[config.mk]
export PLATFORM = sky130hd
export DESIGN_NAME = hazard_control_unit
export DESIGN_NICKNAME = d
export VERILOG_FILES = /design/src/rtl/hazard_pkg.sv /design/src/rtl/sat_counter.sv /design/src/rtl/hazard_control_unit.sv
export SDC_FILE = /design/constraint.sdc
export NUM_CORES = 1
export LEC_CHECK = 0
export CAP_MARGIN = 25
export CORE_UTILIZATION = 43
export DETAILED_ROUTE_END_ITERATION = 7
export GPL_ROUTABILITY_DRIVEN = 0
export PLACE_DENSITY = 0.74
export SYNTH_ARGS = -nofsm -noshare
export SYNTH_HDL_FRONTEND = slang
export SYNTH_HIERARCHICAL = 1
export SYNTH_SLANG_ARGS = --single-unit
[constraint.sdc]
create_clock -name clk -period 2.4 [get_ports clk]
set_clock_uncertainty 0.2 [all_clocks]
set_input_delay 0.48 -clock clk [delete_from_list [all_inputs] [get_ports clk]]
set_output_delay 0.48 -clock clk [all_outputs]
set_load 0.01 [all_outputs]
[src/rtl/hazard_pkg.sv]
// rtl/hazard_pkg.sv - shared pipeline-control types and forwarding select encodings
package hazard_pkg;

  typedef enum logic {
    RUN      = 1'b0,
    MDU_BUSY = 1'b1
  } hazard_state_t;

  // Shared with the forwarding unit so both agree on operand-select encodings
  localparam logic [1:0] FWD_NONE   = 2'b00;
  localparam logic [1:0] FWD_MEM_WB = 2'b01;
  localparam logic [1:0] FWD_EX_MEM = 2'b10;

endpackage

[src/rtl/sat_counter.sv]
// rtl/sat_counter.sv - saturating event counter with synchronous active-low reset
module sat_counter #(
  parameter int W = 16
) (
  input  logic         clk,
  input  logic         rst_n,
  input  logic         inc,
  output logic [W-1:0] count
);

  always_ff @(posedge clk) begin
    if (!rst_n) begin
      count <= '0;
    end else if (inc && (count != '1)) begin
      count <= count + 1'b1;
    end
  end

endmodule

[src/rtl/hazard_control_unit.sv]
// rtl/hazard_control_unit.sv - load-use/MDU stall and taken-branch flush control with statistics
module hazard_control_unit
  import hazard_pkg::*;
#(
  parameter int REG_ADDR_W = 5,
  parameter int MDU_LAT    = 4,
  parameter int CNT_W      = 16
) (
  input  logic                  clk,
  input  logic                  rst_n,
  input  logic [REG_ADDR_W-1:0] IF_ID_rs,
  input  logic [REG_ADDR_W-1:0] IF_ID_rt,
  input  logic [REG_ADDR_W-1:0] ID_EX_rt,
  input  logic                  ID_EX_MemRead,
  input  logic                  ID_EX_is_mdu,
  input  logic                  branch_taken,
  output logic                  pc_write,
  output logic                  IF_ID_write,
  output logic                  ID_EX_write,
  output logic                  ID_EX_bubble,
  output logic                  IF_ID_flush,
  output logic                  EX_MEM_bubble,
  output logic [CNT_W-1:0]      stall_count,
  output logic [CNT_W-1:0]      flush_count
);

  localparam int MC_W = $clog2(MDU_LAT);
  // Entry cycle is the first hold, so the counter covers the remaining MDU_LAT-2 holds
  localparam logic [MC_W-1:0] MDU_RELOAD = MC_W'(MDU_LAT - 2);

  hazard_state_t   state, next_state;
  logic [MC_W-1:0] mdu_cnt, next_mdu_cnt;
  logic            load_use;

  assign load_use = ID_EX_MemRead && (ID_EX_rt != '0) &&
                    ((ID_EX_rt == IF_ID_rs) || (ID_EX_rt == IF_ID_rt));

  always_comb begin
    pc_write      = 1'b1;
    IF_ID_write   = 1'b1;
    ID_EX_write   = 1'b1;
    ID_EX_bubble  = 1'b0;
    IF_ID_flush   = 1'b0;
    EX_MEM_bubble = 1'b0;
    next_state    = state;
    next_mdu_cnt  = mdu_cnt;
    if (rst_n) begin
      unique case (state)
        RUN: begin
          if (branch_taken) begin
            IF_ID_flush  = 1'b1;
            ID_EX_bubble = 1'b1;
          end else if (ID_EX_is_mdu) begin
            pc_write      = 1'b0;
            IF_ID_write   = 1'b0;
            ID_EX_write   = 1'b0;
            EX_MEM_bubble = 1'b1;
            next_state    = MDU_BUSY;
            next_mdu_cnt  = MDU_RELOAD;
          end else if (load_use) begin
            pc_write     = 1'b0;
            IF_ID_write  = 1'b0;
            ID_EX_bubble = 1'b1;
          end
        end
        MDU_BUSY: begin
          // EX still holds the MDU op, so branch and load-use are not evaluated here
          if (mdu_cnt != '0) begin
            pc_write      = 1'b0;
            IF_ID_write   = 1'b0;
            ID_EX_write   = 1'b0;
            EX_MEM_bubble = 1'b1;
            next_mdu_cnt  = mdu_cnt - 1'b1;
          end else begin
            next_state = RUN;
          end
        end
        default: next_state = RUN;
      endcase
    end
  end

  always_ff @(posedge clk) begin
    if (!rst_n) begin
      state   <= RUN;
      mdu_cnt <= '0;
    end else begin
      state   <= next_state;
      mdu_cnt <= next_mdu_cnt;
    end
  end

  sat_counter #(.W(CNT_W)) u_stall_cnt (
    .clk   (clk),
    .rst_n (rst_n),
    .inc   (!pc_write),
    .count (stall_count)
  );

  sat_counter #(.W(CNT_W)) u_flush_cnt (
    .clk   (clk),
    .rst_n (rst_n),
    .inc   (IF_ID_flush),
    .count (flush_count)
  );

endmodule

==> impl_metrics.env <==
export IMPL_avgSynthCellArea_um2=8.56
export IMPL_slew_viol_final=0
export IMPL_finalCritPeriodShare_pct=97.4
export IMPL_fin_nets=347
export IMPL_rsz0062_at_grt="yes"
export IMPL_synth_cell_type_count=39
export IMPL_maxSlewHeadroom_pct=64.3
export IMPL_async_flop_share_pct=0
export IMPL_ir_drop_v=0.000261
export IMPL_yosysWarningCount=6
export IMPL_drive_gt1_share_pct=24.0
export IMPL_finalInstanceArea_mm2=0.00300
export IMPL_rows=24
export IMPL_setup_worst_path_end_class="output pin"
export IMPL_cp_required_ns=1.72
export IMPL_initial_core_util_pct=45.4
export IMPL_diodes=0
export IMPL_syn_instance_count=234
export IMPL_hpwlAfterDp_mm=3.64
export IMPL_synth_area_mm2=0.00200
export IMPL_clock_latency_ns=0.29
export IMPL_grt_max_degree=14
export IMPL_critPathMaxFanout=3
export IMPL_drt_iter0_drc=91
export IMPL_wirelength_mm=5.27
export IMPL_portBuffers=57
export IMPL_p_per_area_mw_per_mm2=388
export IMPL_tritoncts="done"
export IMPL_coreArea_mm2=0.00441
export IMPL_status="finished, final reports clean"
export IMPL_synth_seq_cells=35
export IMPL_path_clk_slew_ns=0.07
export IMPL_dieArea_mm2=0.00494
export IMPL_drt_pass1_iterations=4
export IMPL_cts_root_buf="clkbuf_8"
export IMPL_route_vias_total=2121
export IMPL_timing_final_ws_setup_ns=0.0634
export IMPL_critical_path_class="register to output pin"
export IMPL_seq_area_frac_synth_pct=35.0
export IMPL_start_kind="register"
export IMPL_numCtsBuffers=5
export IMPL_crit_arrival_ns=1.66
export IMPL_syn2layout_area_growth_pct=49.7
export IMPL_grt_use_total_pct=22.2
export IMPL_pre_cts_ws_ns=-0.689
export IMPL_grt_pass1_vias=1960
export IMPL_finalSetupViolCount=0
export IMPL_cts_sinks=35
export IMPL_maxCapViolCount=0
export IMPL_worst_pin_slew_ns=0.532
export IMPL_syn_nets=257
export IMPL_place_area_mm2=0.00282
export IMPL_hold_violations=0
export IMPL_synth_edff_count=0
export IMPL_ios=58
export IMPL_via_per_inst=5.63
export IMPL_htree_levels=2
export IMPL_hold_class="register to register"
export IMPL_p_leak_uw=0.00111
export IMPL_drcViolationCount=0
export IMPL_ant_nets=0
export IMPL_ctsLongestPathBuffers=2
export IMPL_die_x_um=70.3
export IMPL_die_h_um=70.3
export IMPL_yosys_most_used_dff="dfxtp_1"
export IMPL_fin_setup_tns_ns=0
export IMPL_grt_pass1_wl_mm=8.89
export IMPL_routedWlPerCell_um=14.0
export IMPL_max_freq_mhz=428
export IMPL_antenna_found_initial=0
export IMPL_grt_ovfl_total=0
export IMPL_layout_min_cycle_time_ns=2.34
export IMPL_final_cell_mix="clkdlybuf4s50_1, dfxtp_1, buf_4, nand2_1, a21oi_1"
per-stage QoR:
step	cells	util (%)	total power, uW	hold WS, ns
CTS	378	67.0	1170	0.306
detailed placement	364	63.9	745	0.290
global route	377	67.9	1220	0.316
global placement	364	63.9	742	0.282
floorplan	234	-	657	0.272
finish	377	67.9	1160	0.293
layout make-up:
type	count	area (um^2)
clock buffers	5	68.8
clock inverters	3	15.0
fillers	361	1420
inverters	11	41.3
multi-input cells	183	1350
flip-flops and latches	35	704
well taps	52	65.1
repair buffers	88	758
worst max-delay path, cell delays in order (launching register included):
cell and delay [ns]:
dfxtp_2 0.32, inv_1 0.05, ha_2 0.22, nor2b_2 0.07, or2_4 0.23, nand2_2 0.08
buf_4 0.13, dlygate4sd2_1 0.27
power breakdown:
| part | switching (uW) | leakage, uW | internal [uW] |
|---|---|---|---|
| Sequential | 6.61 | 0.000284 | 587 |
| Clock | 224 | 0.0000477 | 199 |
| Combinational | 69.7 | 0.000779 | 78.5 |
| Total | 300 | 0.00111 | 864 |
sequential cells by signal, indices dropped and copies added, names as in the netlist:
signal / count
mdu_cnt: 2
state: 1
u_flush_cnt/count: 16
u_stall_cnt/count: 16
path summary, 6_finish.rpt:
| path | startpoint | endpoint | slack (ns) | cells after the start |
|---|---|---|---|---|
| hold / removal | mdu_cnt[1]$_SDFFE_PN0P_ | mdu_cnt[1]$_SDFFE_PN0P_ | 0.29 | 1 |
| hold reg to reg | mdu_cnt[1]$_SDFFE_PN0P_ | mdu_cnt[1]$_SDFFE_PN0P_ | 0.29 | 1 |
| setup reg to reg | mdu_cnt[1]$_SDFFE_PN0P_ | u_stall_cnt/count[6]$_SDFFE_PN0P_ | 0.12 | 9 |
| setup / recovery | mdu_cnt[1]$_SDFFE_PN0P_ | ID_EX_write | 0.06 | 7 |
what timing repair did:
item | CTS | global route
hold buffers | 0 | 0
setup buffers | 7 | 0
gates resized for setup | 58 | 24
pin swaps | 13 | 16
endpoints found under the setup margin | 21 | 18
gates cloned | 0 | 0
synth_stat cells, types with 4 or more instances:
cell type	instances	area (um^2)
o21ai_0	8	40.0
nand2_1	24	90.1
nand2b_1	4	25.0
dfxtp_1	35	701
nor2_1	12	45.0
o31ai_1	11	82.6
inv_1	11	41.3
nand3_1	12	60.1
o211a_1	4	40.0
nor4_1	6	37.5
or4_1	11	82.6
or3_1	4	25.0
xor2_1	12	105
a21oi_1	18	90.1
and4_1	6	52.6
mux2i_1	7	70.1
nand4_1	6	37.5
nor3_1	6	30.0
layer usage:
metal,global-route usage (%),vias to the layer above,wire length [um]
met5,0,-,0
met4,8.67,0,59
met3,3.61,6,242
met2,37.5,59,2650
met1,28.2,984,2320
li1,-,1072,-
logic make-up after synthesis:
logic type      after synthesis  synth area share (%)
compound gates               51                  16.8
xor+xnor                     14                  6.12
fa+ha+maj                     3                  1.87
buf+inv                      16                  3.56
flops                        35                  35.0
mux                           7                  3.50
simple gates                108                  33.2
(Power assumes the default switching activity.)
